<file path="src/rtl/rr_arb_pkg.sv">
// Shared definitions for the round-robin decode arbiter: sizes, FSM states
// and the rotating-priority search used to pick the next winner.
package rr_arb_pkg;

    localparam int N    = 8;
    localparam int IDXW = 3;

    typedef enum logic {
        IDLE  = 1'b0,
        GRANT = 1'b1
    } arb_state_t;

    // Returns the first set request found when searching ptr, ptr+1, ...
    // wrapping modulo N. The result is only meaningful when req is non-zero.
    function automatic logic [IDXW-1:0] next_winner(input logic [N-1:0]    req,
                                                    input logic [IDXW-1:0] ptr);
        logic [IDXW-1:0] idx;
        logic [IDXW-1:0] win;
        logic            found;
        win   = ptr;
        found = 1'b0;
        for (int i = 0; i < N; i++) begin
            idx = ptr + IDXW'(i);
            if (!found && req[idx]) begin
                win   = idx;
                found = 1'b1;
            end
        end
        return win;
    endfunction

endpackage

</file>
<file path="src/rtl/rr_decode_arbiter_decoder.sv">
// 3-to-8 one-hot decoder driving the shared select lines.
import rr_arb_pkg::*;

module rr_decode_arbiter_decoder (
    input  logic [IDXW-1:0] sel,
    output logic [N-1:0]    onehot
);

    // Exactly one output bit follows the binary select value.
    always_comb begin
        onehot      = '0;
        onehot[sel] = 1'b1;
    end

endmodule

</file>
<file path="src/rtl/rr_decode_arbiter.sv">
// Round-robin arbiter sharing one decoded select resource among 8 requesters.
// A winner is latched and held until it pulses done or drops its request;
// one idle cycle always separates consecutive tenures.
// Optional macro RR_ARB_TIMEOUT_EN adds a forced release after HOLD_MAX
// grant cycles, signalled by a one-cycle timeout pulse.
import rr_arb_pkg::*;

module rr_decode_arbiter #(
    parameter int HOLD_MAX = 16
) (
    input  logic            clk,
    input  logic            rst,
    input  logic [N-1:0]    req,
    input  logic            done,
    output logic [N-1:0]    grant,
    output logic [IDXW-1:0] grant_idx,
    output logic            grant_valid,
    output logic            timeout
);

    arb_state_t      state;
    arb_state_t      state_next;
    logic [IDXW-1:0] ptr;
    logic [IDXW-1:0] winner;
    logic [N-1:0]    dec_out;
    logic            release_normal;
    logic            release_forced;
    logic            release_any;

    assign winner         = next_winner(req, ptr);
    assign release_normal = (state == GRANT) && (done || !req[grant_idx]);
    assign release_any    = release_normal || release_forced;

    // State register; reset drops any held grant immediately.
    always_ff @(posedge clk or posedge rst) begin
        if (rst) begin
            state <= IDLE;
        end else begin
            state <= state_next;
        end
    end

    // Next-state logic: claim on any request, return to IDLE on release.
    always_comb begin
        state_next = state;
        case (state)
            IDLE:    if (req != '0) state_next = GRANT;
            GRANT:   if (release_any) state_next = IDLE;
            default: state_next = IDLE;
        endcase
    end

    // Latch the winner on claim and move the priority pointer past the owner on release.
    always_ff @(posedge clk or posedge rst) begin
        if (rst) begin
            grant_idx <= '0;
            ptr       <= '0;
        end else if (state == IDLE && req != '0) begin
            grant_idx <= winner;
        end else if (state == GRANT && release_any) begin
            ptr <= grant_idx + IDXW'(1);
        end
    end

`ifdef RR_ARB_TIMEOUT_EN
    localparam int CNTW = $clog2(HOLD_MAX + 1);

    logic [CNTW-1:0] hold_cnt;
    logic            timeout_q;

    assign release_forced = (state == GRANT) && (hold_cnt == CNTW'(HOLD_MAX - 1)) && !release_normal;
    assign timeout        = timeout_q;

    // Count cycles of the current tenure, saturating at HOLD_MAX.
    always_ff @(posedge clk or posedge rst) begin
        if (rst) begin
            hold_cnt <= '0;
        end else if (state == IDLE) begin
            hold_cnt <= '0;
        end else if (hold_cnt != CNTW'(HOLD_MAX)) begin
            hold_cnt <= hold_cnt + CNTW'(1);
        end
    end

    // Pulse timeout during the dead cycle that follows a forced release.
    always_ff @(posedge clk or posedge rst) begin
        if (rst) begin
            timeout_q <= 1'b0;
        end else begin
            timeout_q <= release_forced;
        end
    end
`else
    logic unused_hold_max;

    assign release_forced  = 1'b0;
    assign timeout         = 1'b0;
    assign unused_hold_max = (HOLD_MAX > 0);
`endif

    rr_decode_arbiter_decoder u_decoder (
        .sel    (grant_idx),
        .onehot (dec_out)
    );

    // Outputs: grant lines are the decoded owner, forced to zero outside a tenure.
    always_comb begin
        grant_valid = (state == GRANT);
        grant       = dec_out & {N{grant_valid}};
    end

endmodule

</file>
<file path="config.mk">
export PLATFORM = sky130hd
export DESIGN_NAME = rr_decode_arbiter
export DESIGN_NICKNAME = d
export VERILOG_FILES = /design/src/rtl/rr_arb_pkg.sv /design/src/rtl/rr_decode_arbiter_decoder.sv /design/src/rtl/rr_decode_arbiter.sv
export SDC_FILE = /design/constraint.sdc
export NUM_CORES = 1
export LEC_CHECK = 0
export ABC_CLOCK_PERIOD_IN_PS = 7550
export CORE_AREA = 2 2 43 74
export DETAILED_ROUTE_END_ITERATION = 8
export DIE_AREA = 0 0 45 76
export MAX_ROUTING_LAYER = met4
export PLACE_DENSITY = 0.73
export REMOVE_ABC_BUFFERS = 1
export SETUP_SLACK_MARGIN = 0.4
export SLEW_MARGIN = 30
export SYNTH_ARGS = -nofsm -noshare
export SYNTH_HDL_FRONTEND = slang
export SYNTH_SLANG_ARGS = --single-unit
</file>
<file path="constraint.sdc">
create_clock -name clk -period 7.55 [get_ports clk]
set_input_delay 1.51 -clock clk [delete_from_list [all_inputs] [get_ports clk]]
set_output_delay 1.51 -clock clk [all_outputs]
set_load 0.05 [all_outputs]
</file>
Word-level counts from Yosys, hierarchy flattened
Index checks and enable logic that the tools add are counted.

storage, ports and cells
  bits of input ports = 11
  logic and storage cells = 83
  register bits after elaboration = 7
  output and inout bits = 13

operators by class
  order comparisons = 10
  add/subtract/negate cells = 8
  multiplexer cells = 37
  reductions and logical operators = 22
  bitwise operators = 3

operators with widths
  kind                                                                                  count
  3-bit by 4-bit less-than comparator with 1-bit output (second input constant)         9
  1-bit binary-select mux with 3-bit select                                             9
  3-bit two-way mux                                                                     7
  1-bit two-way mux                                                                     19
  3-bit adder (second input constant)                                                   4
  1-bit logical AND                                                                     11
  8-bit AND                                                                             1
  1-bit zero test                                                                       8
  8-bit nonzero test                                                                    1
  3-bit by 1-bit adder with 3-bit output (second input constant)                        2
  3-bit by 2-bit adder with 3-bit output (second input constant)                        2
  1-bit demux with 3-bit select                                                         1
  3-bit by 1-bit greater-or-equal comparator with 1-bit output (second input constant)  1
  1-bit NOT                                                                             2
  1-bit case mux with 2 select lines                                                    1
  2-bit AND reduction                                                                   1
  1-bit logical OR                                                                      1

Logic depth before layout (Yosys ltp)
Gate-level depths: netlist of run 1.

  depth in word-level cells = 24
  depth in mapped cells = 12
  gate-level depth less buffers = 9

Hierarchy
Synthesis of run 1 repeated with hierarchy kept, for this count alone.

unflattened totals
  cells, all modules = 148
  area total of the unflattened synthesis = 1470.2 um^2

by module, submodules not included
  module                     sequential area each (um^2)  instances  cells each  area each (um^2)
  rr_decode_arbiter          175.2                        1          140         1405.1
  rr_decode_arbiter_decoder  0.0                          1          8           65.1

Worst setup path after synthesis of run 1
OpenSTA, ideal clock, no wires.

  path kind = register to output
  start = register grant_idx[1]
  end = output port grant[2]
  setup slack = 4.039 ns
  buffers on the path = 0
  stages on the path, launching flop included = 3
  arrival time = 2.001 ns
  path through = dfrtp_1 > nand2_1 > nor3_1

on the way
  word-level cells in the longest chain between the ends = 5
  elaborated cells between the ends (all ways) = 6
  those cells by class = order compare: 2; mux: 2; bitwise: 1; reduce/logical: 1

ends and longest elaborated chain
  element                                                                                                                                                      line                             source
  from (decl)                                                                                                                                                  rr_decode_arbiter.sv:16          output logic [IDXW-1:0] grant_idx,
  from (signal assigned)                                                                                                                                       rr_decode_arbiter.sv:59          grant_idx <= winner;
  3-bit by 4-bit less-than comparator with 1-bit output (not written as such) or 3-bit by 1-bit greater-or-equal comparator with 1-bit output (tied branches)  rr_decode_arbiter_decoder.sv:12  onehot[sel] = 1'b1;
  1-bit logical AND (not written as such)                                                                                                                      rr_decode_arbiter_decoder.sv:12
  1-bit two-way mux (not written as such)                                                                                                                      rr_decode_arbiter_decoder.sv:12
  1-bit demux with 3-bit select *                                                                                                                              n/a
  8-bit AND *                                                                                                                                                  rr_decode_arbiter.sv:109         grant = dec_out & {N{grant_valid}};
  to (decl)                                                                                                                                                    rr_decode_arbiter.sv:15          output logic [N-1:0] grant,

Mark *: on every way between the ends. The rest lies on a longest branch, timed or not.

Worst setup path after layout of run 1
  start = input port req[0]
  end = register grant_idx[1]

on the way
  word-level cells in the longest chain between the ends = 24
  elaborated cells between the ends (all ways) = 46
  those cells by class = mux: 30; reduce/logical: 16

ends and longest elaborated chain
  element                                    line                     source
  from (decl)                                rr_decode_arbiter.sv:13  input logic [N-1:0] req,
  1-bit binary-select mux with 3-bit select  rr_arb_pkg.sv:24         if (!found && req[idx]) begin
  1-bit two-way mux (not written as such)    rr_arb_pkg.sv:24
  1-bit two-way mux                          rr_arb_pkg.sv:24
  1-bit zero test                            rr_arb_pkg.sv:24
  1-bit logical AND                          rr_arb_pkg.sv:24
  1-bit two-way mux                          rr_arb_pkg.sv:24
  1-bit zero test                            rr_arb_pkg.sv:24
  1-bit logical AND                          rr_arb_pkg.sv:24
  [8 not listed]                             n/a
  1-bit logical AND                          rr_arb_pkg.sv:24
  1-bit two-way mux                          rr_arb_pkg.sv:24
  1-bit zero test                            rr_arb_pkg.sv:24
  1-bit logical AND                          rr_arb_pkg.sv:24
  1-bit two-way mux                          rr_arb_pkg.sv:24
  1-bit zero test                            rr_arb_pkg.sv:24
  1-bit logical AND                          rr_arb_pkg.sv:24
  3-bit two-way mux                          rr_arb_pkg.sv:24

Parallel ways exist; a longest one is shown, timed or not. The select of a mux whose other input is x is not followed.
A chain may end at the register's enable or synchronous reset.

==> flow_metrics.env, run 1 <==
export IMPL_clock_sink_count=7
export IMPL_rows=26
export IMPL_period_needed_ps=3830
export IMPL_wirelength_um=3510
export IMPL_via_per_inst=6.76
export IMPL_vias=1271
export IMPL_syn_cell_area_um2=1350
export IMPL_cts_root_buffer="clkbuf_8"
export IMPL_worstSetupEndpoint="grant_idx[1]$_DFFE_PP0P_"
export IMPL_path_clk_slew_ps=40
export IMPL_grt_setup_unrepaired="no"
export IMPL_io_pins=24
export IMPL_wl_per_cell_um=18.6
export IMPL_top_usage_layer="met2"
export IMPL_cts_buffers_inserted=3
export IMPL_postCtsSetupBuffers=0
export IMPL_area_delta_synth_final_pct=18.8
export IMPL_place_congestion=0.980
export IMPL_worst_slew_pin_slew_ps=696
export IMPL_antenna_found_initial=0
export IMPL_yosysSeqAreaShare=0.130
export IMPL_drcViolationCount=0
export IMPL_crit_type="input port to register"
export IMPL_grt_max_degree=23
export IMPL_diodes=0
export IMPL_overflow=0
export IMPL_slew_headroom=0.536
export IMPL_dp_slack_ps=3490
export IMPL_regToRegSetupSlack_ps=4090
export IMPL_slew_viol_final=0
export IMPL_crit_required_ps=7710
export IMPL_grt_total_usage=0.229
export IMPL_r2r_cells=8
export IMPL_fp_dieH_um=76
export IMPL_min_path_cells=1
export IMPL_gr_usage_met2=0.366
export IMPL_use_met3=0.0213
export IMPL_post_route_period_util=0.507
export IMPL_crit_start="req[0]"
export IMPL_cp_data_arrival_time_ps=3990
export IMPL_start_util=0.470
export IMPL_setup_viol=0
export IMPL_worst_slack_ps=3720
export IMPL_timing_rr_end="grant_idx[1]$_DFFE_PP0P_"
export IMPL_first_pass_iters=4
export IMPL_coreArea_um2=2860
export IMPL_synthDistinctLibCells=44
export IMPL_place_hpwl_um=2760
export IMPL_finalSetupTns_ps=0
export IMPL_crit_path_end_kind="register"
export IMPL_crit_fanout=9
export IMPL_cts_hold_buf=0
export IMPL_h_tree_depth=1
export IMPL_status="finished, final reports clean"
export IMPL_ctsResizeCount=0
export IMPL_final_area_um2=1600
export IMPL_cts_buffer_depth=2
export IMPL_grt_pass1_vias=1221
export IMPL_die_w_um=45
export IMPL_dpl_cell_area_um2=1550
export IMPL_finClkSkew_ps=3.95
export IMPL_ant_nets=0
export IMPL_cp_start_kind="input port"
export IMPL_hold_class="register to register"
export IMPL_timing_fmax_mhz=261
export IMPL_fin_nets=175
export IMPL_cts_tree="done"
export IMPL_grt_use_met1=0.257
export IMPL_yosys_warnings=0
export IMPL_ys_ff_latch=7
export IMPL_grt_pass1_wl_um=5810
export IMPL_hold_viol=0
export IMPL_cap_violations=0
export IMPL_worstHoldStart="grant_valid$_DFF_PP0_"
export IMPL_whs_ps=670
export IMPL_worst_r2r_startpoint="ptr[1]$_DFFE_PP0P_"
export IMPL_final_cell_mix="clkdlybuf4s50_1 (22), nand2_1 (13), nor2_1 (13)"
export IMPL_synthCells=142
export IMPL_drive_above_1_share=0.169
export IMPL_dieArea_um2=3420
export IMPL_clk_latency_ps=230
export IMPL_syn_avg_cell_area_um2=9.47
export IMPL_final_common_cell="clkdlybuf4s50_1"
export IMPL_dr_first_iter_drc_count=36
export IMPL_portBuffers=22
layout make-up:
type	count	area (um2)
clock buffers	4	45.0
fillers	263	1260
inverters	9	33.8
multi-input cells	118	1090
flip-flops and latches	7	176
well taps	28	35.0
repair buffers	22	220
per-layer routing:
layer | vias up | share of wire
li1 | 586 | -
met1 | 612 | 0.37
met2 | 55 | 0.52
met3 | 18 | 0.037
met4 | 0 | 0.068
met5 | - | 0
sequential cells by signal, summed over array words and instances (netlist names):
register / flops
grant_idx: 3
ptr: 3
grant_valid: 1
cells in the mapped netlist:
cell type  instances  share of area
o32a_1             1         0.0074
a22oi_1            1         0.0056
nand4b_1           1         0.0065
dfrtp_1            7           0.13
mux4_2             8           0.13
o21a_1             2          0.011
a221oi_1           1         0.0065
nor2_1            13          0.036
a32o_1             1         0.0074
o2111ai_1          1         0.0065
a31oi_1            2         0.0093
buf_2              3          0.011
o21ai_1            1         0.0037
mux2_2            10          0.084
a2111o_1           1         0.0084
nand2_1           13          0.036
nand3_4            1          0.013
buf_4              2          0.011
o21bai_1           1         0.0056
o22a_1             1         0.0065
and2_1             3          0.014
o22ai_1            4          0.019
o221ai_1           3          0.020
ha_1               3          0.028
mux4_1             5          0.098
buf_6              1         0.0084
mux2i_4            1          0.017
nand2b_1           4          0.019
nor3_1             4          0.015
inv_1              9          0.025
nor4_1             3          0.014
o31ai_1            2          0.011
xnor2_1            4          0.026
a21oi_1            5          0.019
nand4_1            1         0.0047
mux2i_1            7          0.052
or3_1              2         0.0093
or2_2              1         0.0047
mux2_4             1          0.011
o32ai_4            1          0.020
conb_1             1         0.0028
xor2_1             1         0.0065
o21ai_0            3          0.011
clkbuf_1           2         0.0056
worst min path at each step:
stage / endpoint / slack (ps)
2_1_floorplan: ptr[1]$_DFFE_PP0P_ / 730
3_3_place_gp: grant_valid$_DFF_PP0_ / 640
3_5_place_dp: grant_valid$_DFF_PP0_ / 660
4_1_cts: grant_valid$_DFF_PP0_ / 670
5_1_grt: grant_valid$_DFF_PP0_ / 730
6_report: grant_valid$_DFF_PP0_ / 670
worst max-delay path: stages:
cell and delay, ps:
clkdlybuf4s50_1 550, mux2_2 340, mux4_2 510, o32ai_4 400, nand3_4 150, or3_1 360, a31oi_1 160
cells by family (layout without fill, tap and decap cells):
| family | count (synthesis) | in the layout | synth area share |
|---|---|---|---|
| other | 1 | 1 | 0.00279 |
| AO/OA/AOI/OAI | 31 | 31 | 0.178 |
| multiplexers | 32 | 32 | 0.395 |
| XOR/XNOR | 5 | 5 | 0.0326 |
| buffers and inverters | 17 | 35 | 0.0614 |
| AND/OR/NAND/NOR | 46 | 46 | 0.172 |
| adder cells (fa/ha/maj) | 3 | 3 | 0.0279 |
| flip-flops | 7 | 7 | 0.130 |
per-stage QoR:
step,utilization,instances
after floorplan,-,134
after global placement,0.542,184
after detailed placement,0.542,184
after CTS,0.558,188
after global routing,0.558,188
final,0.558,188
Power of run 1 is not shown: default switching activity piles up to over one toggle a cycle in this logic, so the estimate is an artifact.
==> run 2: changes to the inputs <==
--- a/config.mk
+++ b/config.mk
@@ -5,10 +5,10 @@
 export SDC_FILE = /design/constraint.sdc
 export NUM_CORES = 1
 export LEC_CHECK = 0
-export ABC_CLOCK_PERIOD_IN_PS = 7550
-export CORE_AREA = 2 2 43 74
+export ABC_CLOCK_PERIOD_IN_PS = 3400
+export CORE_AREA = 2 2 44 76
 export DETAILED_ROUTE_END_ITERATION = 8
-export DIE_AREA = 0 0 45 76
+export DIE_AREA = 0 0 46 78
 export MAX_ROUTING_LAYER = met4
 export PLACE_DENSITY = 0.73
 export REMOVE_ABC_BUFFERS = 1
==> constraint.sdc (replaced) <==
create_clock -name clk -period 3.4 [get_ports clk]
set_input_delay 0.68 -clock clk [delete_from_list [all_inputs] [get_ports clk]]
set_output_delay 0.68 -clock clk [all_outputs]
set_load 0.05 [all_outputs]
==> run 2 against run 1 <==
Via count increased by 2.2%; count of clock-buffer cells in the layout is the same; final cell count up 2.7%; worst setup slack worse by 3200 ps; critical path type unchanged; critical path depth grew 2; die area rose by 4.9%; first-iteration DRC count rose by 100%; sequential share of layout area decreased by 0.62 points.
==> flow_metrics.env, run 2 (synthesis results as in run 1) <==
export IMPL_wirelength_um=3600
export IMPL_grt_total_usage=0.225
export IMPL_final_common_cell="clkdlybuf4s50_1"
export IMPL_h_tree_depth=1
export IMPL_status="finished, final reports clean"
export IMPL_fp_dieH_um=78
export IMPL_finalSetupTns_ps=0
export IMPL_die_w_um=46
export IMPL_cp_start_kind="input port"
export IMPL_cts_hold_buf=0
export IMPL_io_pins=24
export IMPL_rows=26
export IMPL_antenna_found_initial=0
export IMPL_multi_input_area_um2=1120
export IMPL_grt_pass1_vias=1271
export IMPL_finClkSkew_ps=0.830
export IMPL_dr_first_iter_drc_count=73
export IMPL_cts_tree="done"
export IMPL_via_per_inst=6.73
export IMPL_fin_nets=180
export IMPL_crit_required_ps=3550
export IMPL_path_clk_slew_ps=40
export IMPL_vias=1299
export IMPL_hold_viol=0
export IMPL_coreArea_um2=2930
export IMPL_cap_violations=0
export IMPL_register_area_um2=175
export IMPL_nFillCells=249
export IMPL_slew_viol_final=0
export IMPL_hold_class="register to register"
export IMPL_crit_type="input port to register"
export IMPL_slew_headroom=0.546
export IMPL_clk_latency_ps=230
export IMPL_grt_pass1_wl_um=5890
export IMPL_drcViolationCount=0
export IMPL_worst_slew_pin_slew_ps=682
export IMPL_wl_per_cell_um=18.7
export IMPL_overflow=0
export IMPL_place_congestion=1.01
export IMPL_grt_max_degree=22
export IMPL_diodes=0
export IMPL_crit_fanout=6
export IMPL_dieArea_um2=3590
export IMPL_final_cell_mix="clkdlybuf4s50_1 (16), nand2_1 (13), nor2_1 (13)"
export IMPL_clock_sink_count=7
export IMPL_start_util=0.459
export IMPL_crit_path_end_kind="register"
export IMPL_period_needed_ps=2910
export IMPL_timing_fmax_mhz=344
export IMPL_cts_buffers_inserted=3
export IMPL_first_pass_iters=4
export IMPL_cp_data_arrival_time_ps=3060
export IMPL_place_hpwl_um=2820
export IMPL_drive_above_1_share=0.212
export IMPL_setup_viol=0
export IMPL_cts_buffer_depth=2
export IMPL_area_delta_synth_final_pct=25.0
export IMPL_portBuffers=22
export IMPL_cts_root_buffer="clkbuf_8"
export IMPL_ant_nets=0
export IMPL_grt_setup_unrepaired="yes"
export IMPL_post_route_period_util=0.854
==> run 2: final timing paths <==
check | startpoint | end | slack (ps) | cells after the start
max | req[1] | grant_idx[2]$_DFFE_PP0P_ | 490 | 9
min | grant_valid$_DFF_PP0_ | grant_valid$_DFF_PP0_ | 680 | 1
max reg2reg | ptr[1]$_DFFE_PP0P_ | grant_idx[2]$_DFFE_PP0P_ | 600 | 10
min reg2reg | grant_valid$_DFF_PP0_ | grant_valid$_DFF_PP0_ | 680 | 1
max in group asynchronous | rst | ptr[1]$_DFFE_PP0P_ | 2490 | 2
min in group asynchronous | rst | grant_idx[0]$_DFFE_PP0P_ | 690 | 2
==> run 2: repair_timing <==
item,4_1_cts,5_1_grt
resized for setup,1,12
cloned,0,0
setup buffers,0,1
endpoints found under the setup margin,2,3
pin swaps,1,1
==> run 2: area by class of cell <==
| type | instances | share of cell area |
|---|---|---|
| inverter | 9 | 0.0201 |
| timing repair buffer | 27 | 0.162 |
| multi-input combinational | 118 | 0.666 |
| sequential | 7 | 0.104 |
| tap | 28 | 0.0208 |
| clock buffer | 4 | 0.0268 |
==> run 2: through the flow <==
step	utilization	area (um2)	setup WS, ps	hold slack (ps)	std cells
final	0.574	1680	495	678	193
after global routing	0.574	1680	393	706	193
after detailed placement	0.540	1580	140	648	188
after global placement	0.540	1580	252	638	188
after CTS	0.556	1630	424	656	192
after floorplan	-	1300	52.5	483	134
==> run 2: critical path, cell delays in order <==
cell	delay (ps)
clkdlybuf4s50_1	460
buf_4	180
mux4_2	540
mux2_4	330
nand4b_1	180
o221ai_1	130
nor2_1	100
o32a_1	350
o22ai_1	100
==> run 2: metal layers <==
metal  wire (um)  share of wire  track usage
met1        1350           0.38        0.240
met2        1940           0.54        0.378
met3         113          0.031       0.0116
met4         193          0.054        0.143
met5           0              0            -
Power of run 2 is left out for the same reason.
==> run 3: changes to the inputs <==
--- a/config.mk
+++ b/config.mk
@@ -5,7 +5,7 @@
 export SDC_FILE = /design/constraint.sdc
 export NUM_CORES = 1
 export LEC_CHECK = 0
-export ABC_CLOCK_PERIOD_IN_PS = 3400
+export ABC_CLOCK_PERIOD_IN_PS = 2350
 export CORE_AREA = 2 2 44 76
 export DETAILED_ROUTE_END_ITERATION = 8
 export DIE_AREA = 0 0 46 78
==> constraint.sdc (replaced) <==
create_clock -name clk -period 2.35 [get_ports clk]
set_input_delay 0.47 -clock clk [delete_from_list [all_inputs] [get_ports clk]]
set_output_delay 0.47 -clock clk [all_outputs]
set_load 0.05 [all_outputs]
==> run 3 against run 2 <==
The run now ends with setup timing left; flip-flop and latch count unchanged; die area did not move; via count grew 13%; worst hold slack lost 180 ps; first-iteration DRC count decreased by 44%; register-to-register slack worse by 1000 ps; count of clock-buffer cells in the layout unchanged; critical path depth unchanged; utilization grew 10 points; worst setup slack lost 890 ps; final area grew 18%; sequential share of layout area fell by 1.6 points; critical endpoint is now grant_idx[1]$_DFFE_PP0P_; highest routed layer unchanged.
==> flow_metrics.env, run 3 (synthesis results as in run 1) <==
export IMPL_setup_viol=3
export IMPL_cap_violations=0
export IMPL_timing_fmax_mhz=364
export IMPL_cts_buffer_depth=2
export IMPL_wl_per_cell_um=19.0
export IMPL_cpPeakStageDelay_ps=600
export IMPL_clock_sink_count=7
export IMPL_overflow=0
export IMPL_status="finished with violations"
export IMPL_crit_path_end_kind="register"
export IMPL_h_tree_depth=1
export IMPL_final_area_um2=1980
export IMPL_place_hpwl_um=3410
export IMPL_utilization=0.676
export IMPL_first_pass_iters=4
export IMPL_whs_ps=497
export IMPL_path_delay_family="multiplexers"
export IMPL_crit_buf_inv=2
export IMPL_fp_dieH_um=78
export IMPL_antenna_found_initial=0
export IMPL_worst_slew_pin_slew_ps=530
export IMPL_slew_viol_final=0
export IMPL_dieArea_um2=3590
export IMPL_finalSetupTns_ps=-1070
export IMPL_timing_rr_end="grant_idx[1]$_DFFE_PP0P_"
export IMPL_worst_slack_ps=-398
export IMPL_cts_buffers_inserted=3
export IMPL_diodes=0
export IMPL_cts_root_buffer="clkbuf_8"
export IMPL_dr_first_iter_drc_count=41
export IMPL_drcViolationCount=0
export IMPL_drive_above_1_share=0.426
export IMPL_cp_start_kind="register"
export IMPL_hold_viol=0
export IMPL_via_per_inst=6.37
export IMPL_start_util=0.459
export IMPL_die_w_um=46
export IMPL_slew_headroom=0.647
export IMPL_grt_pass1_wl_um=6970
export IMPL_cts_tree="done"
export IMPL_grt_pass1_vias=1548
export IMPL_ant_nets=0
export IMPL_post_route_period_util=1.17
export IMPL_vias=1464
export IMPL_r2r_cells=9
export IMPL_grt_total_usage=0.266
export IMPL_crit_type="register to register"
export IMPL_worst_r2r_startpoint="ptr[0]$_DFFE_PP0P_"
export IMPL_rows=26
export IMPL_hold_class="input port to async pin"
export IMPL_regToRegSetupSlack_ps=-400
export IMPL_crit_fanout=14
export IMPL_grt_setup_unrepaired="yes"
export IMPL_fin_nets=217
export IMPL_wirelength_um=4380
export IMPL_violations="setup timing"
export IMPL_path_clk_slew_ps=40
export IMPL_io_pins=24
export IMPL_place_congestion=0.950
export IMPL_dpl_cell_area_um2=1820
export IMPL_final_common_cell="buf_4"
export IMPL_clk_latency_ps=230
export IMPL_grt_max_degree=15
export IMPL_crit_slowest_cell="mux4_1"
export IMPL_period_needed_ps=2750
export IMPL_area_delta_synth_final_pct=47.1
export IMPL_coreArea_um2=2930
export IMPL_crit_required_ps=2500
export IMPL_cp_data_arrival_time_ps=2900
export IMPL_final_cell_mix="buf_4 (44), nand2_1 (12), nor2_1 (11)"
export IMPL_portBuffers=22
export IMPL_finClkSkew_ps=4.74
export IMPL_cp_cell_sequence="buf_6 > buf_4 > mux4_1 > mux2_2 > and2_1 > a2111o_1 > o31ai_1 > o22ai_1 > a31oi_1"
==> run 3: worst register-to-register path, stage by stage (launching register included) <==
cell and delay, ps:
dfrtp_1 380, buf_6 210, buf_4 210, mux4_1 600, mux2_2 330, and2_1 180, a2111o_1 390, o31ai_1 80
o22ai_1 120, a31oi_1 170
==> run 3: final cells by class <==
cell class,count,area [um2]
multi-input combinational,118,1160
tap,28,35.0
sequential,7,175
inverter,9,33.8
timing repair buffer,64,529
clock buffer,4,45.0
fill,229,950
==> run 3: worst max path at each step <==
stage / startpoint / endpoint / cells after the start
floorplan: ptr[0]$_DFFE_PP0P_ / grant_idx[1]$_DFFE_PP0P_ / 8
global placement: req[5] / grant_idx[0]$_DFFE_PP0P_ / 9
detailed placement: req[5] / grant_idx[0]$_DFFE_PP0P_ / 9
CTS: ptr[0]$_DFFE_PP0P_ / grant_idx[1]$_DFFE_PP0P_ / 9
global route: ptr[0]$_DFFE_PP0P_ / grant_idx[2]$_DFFE_PP0P_ / 10
finish: ptr[0]$_DFFE_PP0P_ / grant_idx[1]$_DFFE_PP0P_ / 9
==> run 3: repair_timing <==
| item | CTS | global route |
|---|---|---|
| buffers inserted | 2 | 2 |
| cloned | 0 | 0 |
| setup endpoints to repair | 11 | 5 |
| hold buffers | 0 | 0 |
| gates resized for setup | 32 | 5 |
| pin swaps | 10 | 6 |
==> run 3: stage by stage <==
| stage | instances | setup WS [ps] |
|---|---|---|
| 2_1_floorplan | 134 | -998 |
| 3_5_place_dp | 222 | -560 |
| 5_1_grt | 230 | -485 |
| 3_3_place_gp | 222 | -486 |
| 6_report | 230 | -398 |
| 4_1_cts | 228 | -355 |
==> run 3: routing by layer <==
layer / track usage / vias up / part of all wire
met4: 0.146 / 0 / 0.070
met2: 0.497 / 59 / 0.57
met5: - / - / 0
met1: 0.237 / 706 / 0.33
met3: 0.0256 / 24 / 0.028
li1: - / 675 / -
Power of run 3 is left out for the same reason.
